[config.mk]
export PLATFORM = sky130hd
export DESIGN_NAME = trap_ctrl
export DESIGN_NICKNAME = d
export VERILOG_FILES = /design/src/rtl/trap_ctrl.sv
export SDC_FILE = /design/constraint.sdc
export NUM_CORES = 1
export LEC_CHECK = 0
export CAP_MARGIN = 5
export CORE_AREA = 2 2 176 178
export DETAILED_ROUTE_END_ITERATION = 7
export DIE_AREA = 0 0 178 180
export SYNTH_ARGS = -nofsm -noshare
export SYNTH_HDL_FRONTEND = slang
export SYNTH_SLANG_ARGS = --single-unit
[constraint.sdc]
create_clock -name clk -period 5.57 [get_ports clk]
set_input_delay 0.557 -clock clk [delete_from_list [all_inputs] [get_ports clk]]
set_output_delay 0.557 -clock clk [all_outputs]
set_load 0.05 [all_outputs]
[src/rtl/trap_ctrl.sv]
// Machine-mode trap controller: CSR file, interrupt synchronizers, trap/MRET redirect FSM.
// Build option: define TRAP_VECTORED_EN to enable vectored interrupt dispatch (mtvec mode 01).
module trap_ctrl #(
   parameter logic [31:0] RESET_MTVEC = 32'h0000_0100
) (
   input  logic        clk,
   input  logic        rst,
   input  logic        instr_valid,
   input  logic [31:0] pc,
   input  logic        exc_request,
   input  logic        inst_invalid,
   input  logic        exc_ret,
   input  logic [31:0] exc_cause,
   input  logic [1:0]  csr_op,
   input  logic [11:0] csr_addr,
   input  logic [31:0] csr_wdata,
   input  logic        irq_timer,
   input  logic        irq_ext,
   output logic [31:0] csr_rdata,
   output logic        kill,
   output logic        redirect_valid,
   output logic [31:0] redirect_pc
);

   typedef enum logic {S_RUN, S_REDIRECT} state_t;

`ifdef TRAP_VECTORED_EN
   localparam logic [31:0] MTVEC_MASK = 32'hFFFF_FFFD;
`else
   localparam logic [31:0] MTVEC_MASK = 32'hFFFF_FFFC;
`endif

   state_t      r_state, w_state_nxt;
   logic        r_mstatus_mie, r_mpie;
   logic        r_mie_mtie, r_mie_meie;
   logic [31:0] r_mtvec, r_mscratch, r_mepc, r_mcause;
   logic [1:0]  r_sync_tmr, r_sync_ext;
   logic [31:0] r_redirect_pc;

   logic        w_mtip, w_meip, w_exc;
   logic        w_trap, w_mret, w_csr_we, w_irq, w_vec;
   logic [31:0] w_cause, w_mtvec_rd, w_mepc_rd, w_csr_new, w_base, w_target;

   assign w_mtip     = r_sync_tmr[1];
   assign w_meip     = r_sync_ext[1];
   assign w_exc      = exc_request | inst_invalid;
   assign w_mtvec_rd = r_mtvec & MTVEC_MASK;
   assign w_mepc_rd  = r_mepc & 32'hFFFF_FFFC;

   always_comb begin
      csr_rdata = '0;
      case (csr_addr)
         12'h300: csr_rdata = {19'd0, 2'b11, 3'd0, r_mpie, 3'd0, r_mstatus_mie, 3'd0};
         12'h304: csr_rdata = {20'd0, r_mie_meie, 3'd0, r_mie_mtie, 7'd0};
         12'h305: csr_rdata = w_mtvec_rd;
         12'h340: csr_rdata = r_mscratch;
         12'h341: csr_rdata = w_mepc_rd;
         12'h342: csr_rdata = r_mcause;
         12'h344: csr_rdata = {20'd0, w_meip, 3'd0, w_mtip, 7'd0};
         default: csr_rdata = '0;
      endcase
   end

   always_comb begin
      case (csr_op)
         2'd1:    w_csr_new = csr_wdata;
         2'd2:    w_csr_new = csr_rdata | csr_wdata;
         2'd3:    w_csr_new = csr_rdata & ~csr_wdata;
         default: w_csr_new = csr_rdata;
      endcase
   end

   // Event arbitration and next state; only one event class acts per retiring instruction.
   always_comb begin
      w_state_nxt = r_state;
      w_trap      = 1'b0;
      w_mret      = 1'b0;
      w_csr_we    = 1'b0;
      w_irq       = 1'b0;
      w_cause     = '0;
      case (r_state)
         S_RUN: begin
            if (instr_valid) begin
               if (w_exc) begin
                  w_trap  = 1'b1;
                  w_cause = exc_request ? exc_cause : 32'd2;
               end else if (r_mstatus_mie && r_mie_meie && w_meip) begin
                  w_trap  = 1'b1;
                  w_irq   = 1'b1;
                  w_cause = 32'h8000_000B;
               end else if (r_mstatus_mie && r_mie_mtie && w_mtip) begin
                  w_trap  = 1'b1;
                  w_irq   = 1'b1;
                  w_cause = 32'h8000_0007;
               end else if (exc_ret) begin
                  w_mret = 1'b1;
               end else if (csr_op != 2'd0) begin
                  w_csr_we = 1'b1;
               end
            end
            if (w_trap || w_mret) w_state_nxt = S_REDIRECT;
         end
         S_REDIRECT: w_state_nxt = S_RUN;
         default:    w_state_nxt = S_RUN;
      endcase
   end

   // Mode bits read back as 0 in the non-vectored build, so w_vec can only fire when enabled.
   assign w_vec    = w_irq && (w_mtvec_rd[1:0] == 2'b01);
   assign w_base   = {w_mtvec_rd[31:2], 2'b00};
   assign w_target = w_vec ? (w_base + {w_cause[29:0], 2'b00}) : w_base;

   assign kill           = w_trap;
   assign redirect_valid = (r_state == S_REDIRECT);
   assign redirect_pc    = r_redirect_pc;

   always_ff @(posedge clk or posedge rst) begin
      if (rst) r_state <= S_RUN;
      else     r_state <= w_state_nxt;
   end

   always_ff @(posedge clk or posedge rst) begin
      if (rst) begin
         r_mstatus_mie <= 1'b0;
         r_mpie        <= 1'b0;
         r_mie_mtie    <= 1'b0;
         r_mie_meie    <= 1'b0;
         r_mtvec       <= RESET_MTVEC;
         r_mscratch    <= '0;
         r_mepc        <= '0;
         r_mcause      <= '0;
         r_sync_tmr    <= '0;
         r_sync_ext    <= '0;
         r_redirect_pc <= '0;
      end else begin
         r_sync_tmr <= {r_sync_tmr[0], irq_timer};
         r_sync_ext <= {r_sync_ext[0], irq_ext};
         if (w_trap) begin
            r_mepc        <= pc;
            r_mcause      <= w_cause;
            r_mpie        <= r_mstatus_mie;
            r_mstatus_mie <= 1'b0;
            r_redirect_pc <= w_target;
         end else if (w_mret) begin
            r_mstatus_mie <= r_mpie;
            r_mpie        <= 1'b1;
            r_redirect_pc <= w_mepc_rd;
         end else if (w_csr_we) begin
            case (csr_addr)
               12'h300: begin
                  r_mstatus_mie <= w_csr_new[3];
                  r_mpie        <= w_csr_new[7];
               end
               12'h304: begin
                  r_mie_mtie <= w_csr_new[7];
                  r_mie_meie <= w_csr_new[11];
               end
               12'h305: r_mtvec    <= w_csr_new & MTVEC_MASK;
               12'h340: r_mscratch <= w_csr_new;
               12'h341: r_mepc     <= w_csr_new;
               12'h342: r_mcause   <= w_csr_new;
               default: ;
            endcase
         end
      end
   end

endmodule

# [Yosys cells after proc, flatten, opt, wreduce, memory -nomap -nowiden]
# Cells that the tools add are included.
[word_totals] latchBits=0 regBits=167 wordCells=96 n_memories=0 mem_bits_rw=0 rom_bits=0
[classes] n_mul=0 n_bitwise=7 muxes=48 n_div=0 n_reduce_logical=18 shift=0 n_eq_ne=11 add_sub_neg=0 order_cmp=0
[ops] cell="$mux W32" n=16
[ops] cell="$pmux W32 S7" n=1
[ops] cell="$pmux W32 S3" n=1
[ops] cell="$eq A12 B10 Y1 const B" n=7
[ops] cell="$and A32 B32 Y32" n=1
[ops] cell="$not A32 Y32" n=1
[ops] cell="$or A32 B32 Y32" n=1
[ops] cell="$mux W1" n=29
[ops] cell="$reduce_and A4 Y1" n=3
[ops] cell="$reduce_bool A2 Y1" n=5
[ops] cell="$reduce_and A3 Y1" n=2
[ops] cell="$reduce_bool A3 Y1" n=2
[ops] cell="$eq A2 B2 Y1 const B" n=2
[ops] cell="$logic_and A1 B1 Y1" n=4
[ops] cell="$not A1 Y1" n=3
[ops] cell="$eq A2 B1 Y1 const B" n=1
[ops] cell="$ne A2 B2 Y1 const B" n=1
[ops] cell="$pmux W1 S2" n=1
[ops] cell="$reduce_and A2 Y1" n=1
[ops] cell="$logic_or A1 B1 Y1" n=1
[ops] cell="$or A1 B1 Y1" n=1

# [Logic depth before layout (Yosys ltp)]
[logic_depth] ltp_word=11 depth_mapped=9

# [Worst setup path before layout]
# OpenSTA, ideal clock, no wires.
[synth_timing] path_type="input to output" start="input port csr_addr[11]" end="output port csr_rdata[0]" n_path_buf=1 slack_ns=2.231 path_stages=4 required_time_ns=5.013 arrival_ns=2.782 cell_sequence="or4_4 > buf_6 > or3_4 > nor3_1"
[synth_between] elab_chain_cells=2 elab_cells_between_ends=8
[synth_rtl] element="from (decl)" line_no="15" text="input logic [11:0] csr_addr,"
[synth_rtl] element="$eq A12 B10 Y1" line_no="52" text="case (csr_addr)"
[synth_rtl] element="$pmux W32 S7 *" line_no="52"
[synth_rtl] element="to (decl)" line_no="19" text="output logic [31:0] csr_rdata,"
# Mark *: on every way between the ends. The rest lies on a longest branch, timed or not.

# [Worst setup path after layout]
[layout_timing] start="input port csr_addr[2]" end="output port csr_rdata[30]"
# The elaborated chain is that of the path after synthesis.

==> key figures <==
Run status
  – Status: completed

Power and ir drop
  – Max IR drop VDD: 0.000191 V
  – Pwr Density: 296 nW/um^2
  – Pleak: 4.69 nW

Timing
  – Clock skew: 8.53 ps
  – Final setup fails: 0
  – Max-slew headroom: 29.2%
  – Final worst slack: 1460 ps
  – Minimum clock period: 4110 ps
  – Achievable clock frequency: 243 MHz
  – Slew @ Worst Pin: 1060 ps
  – RSZ-0062 raised after global routing: no
  – Final hold violations: 0
  – Setup_tns: 0 ps
  – Final period utilization: 73.8%
  – Slew Limit Fails: 0

Final layout
  – Fill cells: 3,002
  – Area of the multi-input gates: 4390 um^2
  – Layout Area Growth over Synthesis: 30.2%
  – Share of cells above drive strength 1: 11.9%
  – Storage element area: 4080 um^2
  – Final net count: 1,186

Yosys
  – Mapped Area: 8880 um^2
  – Post-synth EDFFs: 0
  – Mapped Cells: 928
  – Top FF cell, synth: dfrtp_1
  – Yosys cell types: 71
  – Synth Area per Inst: 9.57 um^2
  – FFs w/ async S/R, synth: 100%
  – Post-synthesis sequential area ratio: 45.9%
  – Register bit count reported by yosys: 163
  – Ys Warns: 0

Routing
  – Initial DRC Count: 482
  – Drt via density: 5.32
  – Vias: 7,865
  – Post-Route WL: 30,300 um
  – WL/cell: 20.5 um
  – Residual DRC count: 0
  – First-pass DRT Iterations: 6
  – Routed Antenna Nets: 0

Floorplan
  – Die W: 178 um
  – Die extent in y: 180 um
  – DIE AREA: 32,000 um^2
  – Boundary Pins: 184
  – Core Region: 30,200 um^2
  – Initial Utilization: 29.4%
  – Row cnt: 64

Clock tree
  – Total CTS buffers: 17
  – Setup Fix Bufs, Post-CTS: 0
  – CTS root buffer: clkbuf_16
  – # clock sinks: 163
  – Clk_lat worst skew: 420 ps
  – Cts hold-fix bufs: 0
  – H-tree level count: 4
  – Clock-pin slew on the worst setup and hold paths: 70 ps
  – CTS tree: built
  – Clk buf depth: 2
  – PostCTS Resize Cnt: 0

Worst setup path
  – Startpoint Class: input port
  – CP top delay family: buffers and inverters
  – Data required, critical path: 5010 ps
  – Crit path launch: csr_addr[2]
  – Worst Path Buf+Inv: 3
  – Worst EP arrival: 3560 ps
  – Setup Crit Path Kind: in -> out
  – FF-to-FF Start: redirect_valid
  – Worst-path cell chain: clkdlybuf4s50_1 > or3b_1 > nor3_4 > buf_4 > a22o_2 > clkdlybuf4s50_1
  – CP max-delay cell: clkdlybuf4s50_1
  – CP most frequent cell: clkdlybuf4s50_1
  – CP max stage delay: 810 ps
  – Crit-path max FO: 27
  – Worst setup EP type: primary output

Placed design
  – RePlAce Congestion: 0.818
  – Dpl ws: 1480 ps
  – Number of port buffers: 179
  – Hpwl dp: 19,800 um

GRT
  – Global-route usage over all layers: 19.0%
  – Number of antenna violations at the first check in global routing: 2
  – Grt ovf: 0
  – First-pass GRT wire length: 46,500 um
  – Largest net degree at the start of global routing: 84
  – Vias in the first global route: 7,813

Hold path
  – Hold Path Class: reg -> reg
  – Worst Hold Launch: r_sync_ext[0]

Run
  – Max-cap violations: 0
layout make-up:
| type | instances | share of cell area (%) |
|---|---|---|
| Clock buffer | 19 | 3.83 |
| Sequential cell | 163 | 35.3 |
| Multi-Input combinational cell | 679 | 37.9 |
| Tap cell | 396 | 4.29 |
| Antenna cell | 2 | 0.0433 |
| Clock inverter | 12 | 1.58 |
| Inverter | 10 | 0.368 |
| Timing Repair Buffer | 197 | 16.6 |
flip-flops by register name, summed over array words and instances (netlist names):
name            count
r_mie_meie          1
r_sync_ext          2
r_mcause           32
redirect_valid      1
r_mie_mtie          1
r_mtvec            30
r_sync_tmr          2
r_mpie              1
redirect_pc        30
r_mscratch         32
r_mstatus_mie       1
r_mepc             30
final timing paths:
kind                       depth (start not counted)  slack (ps)         endpoint
min reg2reg                                        0         350    r_sync_ext[1]
max                                                6        1460    csr_rdata[30]
max reg2reg                                        7        2810        r_mepc[3]
min                                                0         350    r_sync_ext[1]
min in group asynchronous                          2         650  redirect_pc[30]
max in group asynchronous                          3        3940       r_mtvec[8]
where the power goes:
| part | switching (W) | internal [W] | total, W | leakage, nW |
|---|---|---|---|---|
| Clock | 0.000508 | 0.000763 | 0.00127 | 0.295 |
| Sequential | 0.0000823 | 0.00130 | 0.00139 | 2.05 |
| Combinational | 0.000466 | 0.000303 | 0.000770 | 2.34 |
| Total | 0.00106 | 0.00237 | 0.00343 | 4.69 |
worst register-to-register path: cells and delay by family (launching register included):
kind / cells / cell delay, ps
AOI/OAI and AO/OA: 2 / 210
buffers and inverters: 1 / 200
DFF: 1 / 390
and+or+nand+nor: 4 / 1830
Yosys cell counts, types with 22 or more instances:
cell type / instances / area (um^2)
o21a_1: 22 / 165
mux2i_1: 33 / 330
o21ai_1: 32 / 160
nor2_1: 49 / 184
o2bb2ai_1: 23 / 201
nand2_1: 147 / 552
clkbuf_1: 40 / 150
a21oi_1: 34 / 170
a31oi_1: 37 / 231
o21ai_0: 96 / 480
a22oi_1: 37 / 278
dfrtp_1: 162 / 4050
kinds of logic (layout without fill, tap and decap cells):
family | count (synthesis) | in the layout | share of synthesized area, %
compound gates | 371 | 371 | 30.3
simple gates | 267 | 267 | 13.9
flops | 163 | 163 | 45.9
buf+inv | 87 | 238 | 5.34
mux | 36 | 36 | 4.10
xor+xnor | 3 | 3 | 0.296
other cells | 1 | 4 | 0.0422
placed cells by master (no fill, tap or decap), types with 11 or more instances in the layout:
cell and n:
clkbuf_16 17, clkdlybuf4s50_1 176, o21ai_1 32, a21oi_1 34, o211ai_1 11, o21ai_0 96, a22oi_2 14, mux2i_1 33
a22o_2 11, o211ai_2 12, a22oi_1 37, nand2_1 146, o2bb2ai_1 23, nand3_1 15, buf_4 17, a31oi_1 37
nor2_1 49, dfrtp_1 162, a22o_4 13, o21a_1 22
layer usage:
layer / vias up / part of all wire, % / track usage [%] / routed length [um]
met2: 250 / 48 / 31.4 / 14500
met3: 31 / 5.8 / 3.93 / 1770
met5: - / 0 / 0 / 0
met4: 0 / 1.6 / 4.33 / 492
met1: 3876 / 45 / 25.6 / 13500
li1: 3708 / - / - / -
through the flow:
step / utilization [%] / instances / hold slack (ps) / cell area [um^2] / power [W]
global placement: 36.2 / 1445 / 333 / 10900 / 0.00217
global route: 38.3 / 1477 / 357 / 11600 / 0.00358
floorplan: - / 929 / 331 / 8880 / 0.00188
detailed placement: 36.2 / 1445 / 338 / 10900 / 0.00218
finish: 38.3 / 1478 / 351 / 11600 / 0.00343
CTS: 38.3 / 1476 / 353 / 11600 / 0.00346
Note: power is estimated with default switching activity, not from simulation.
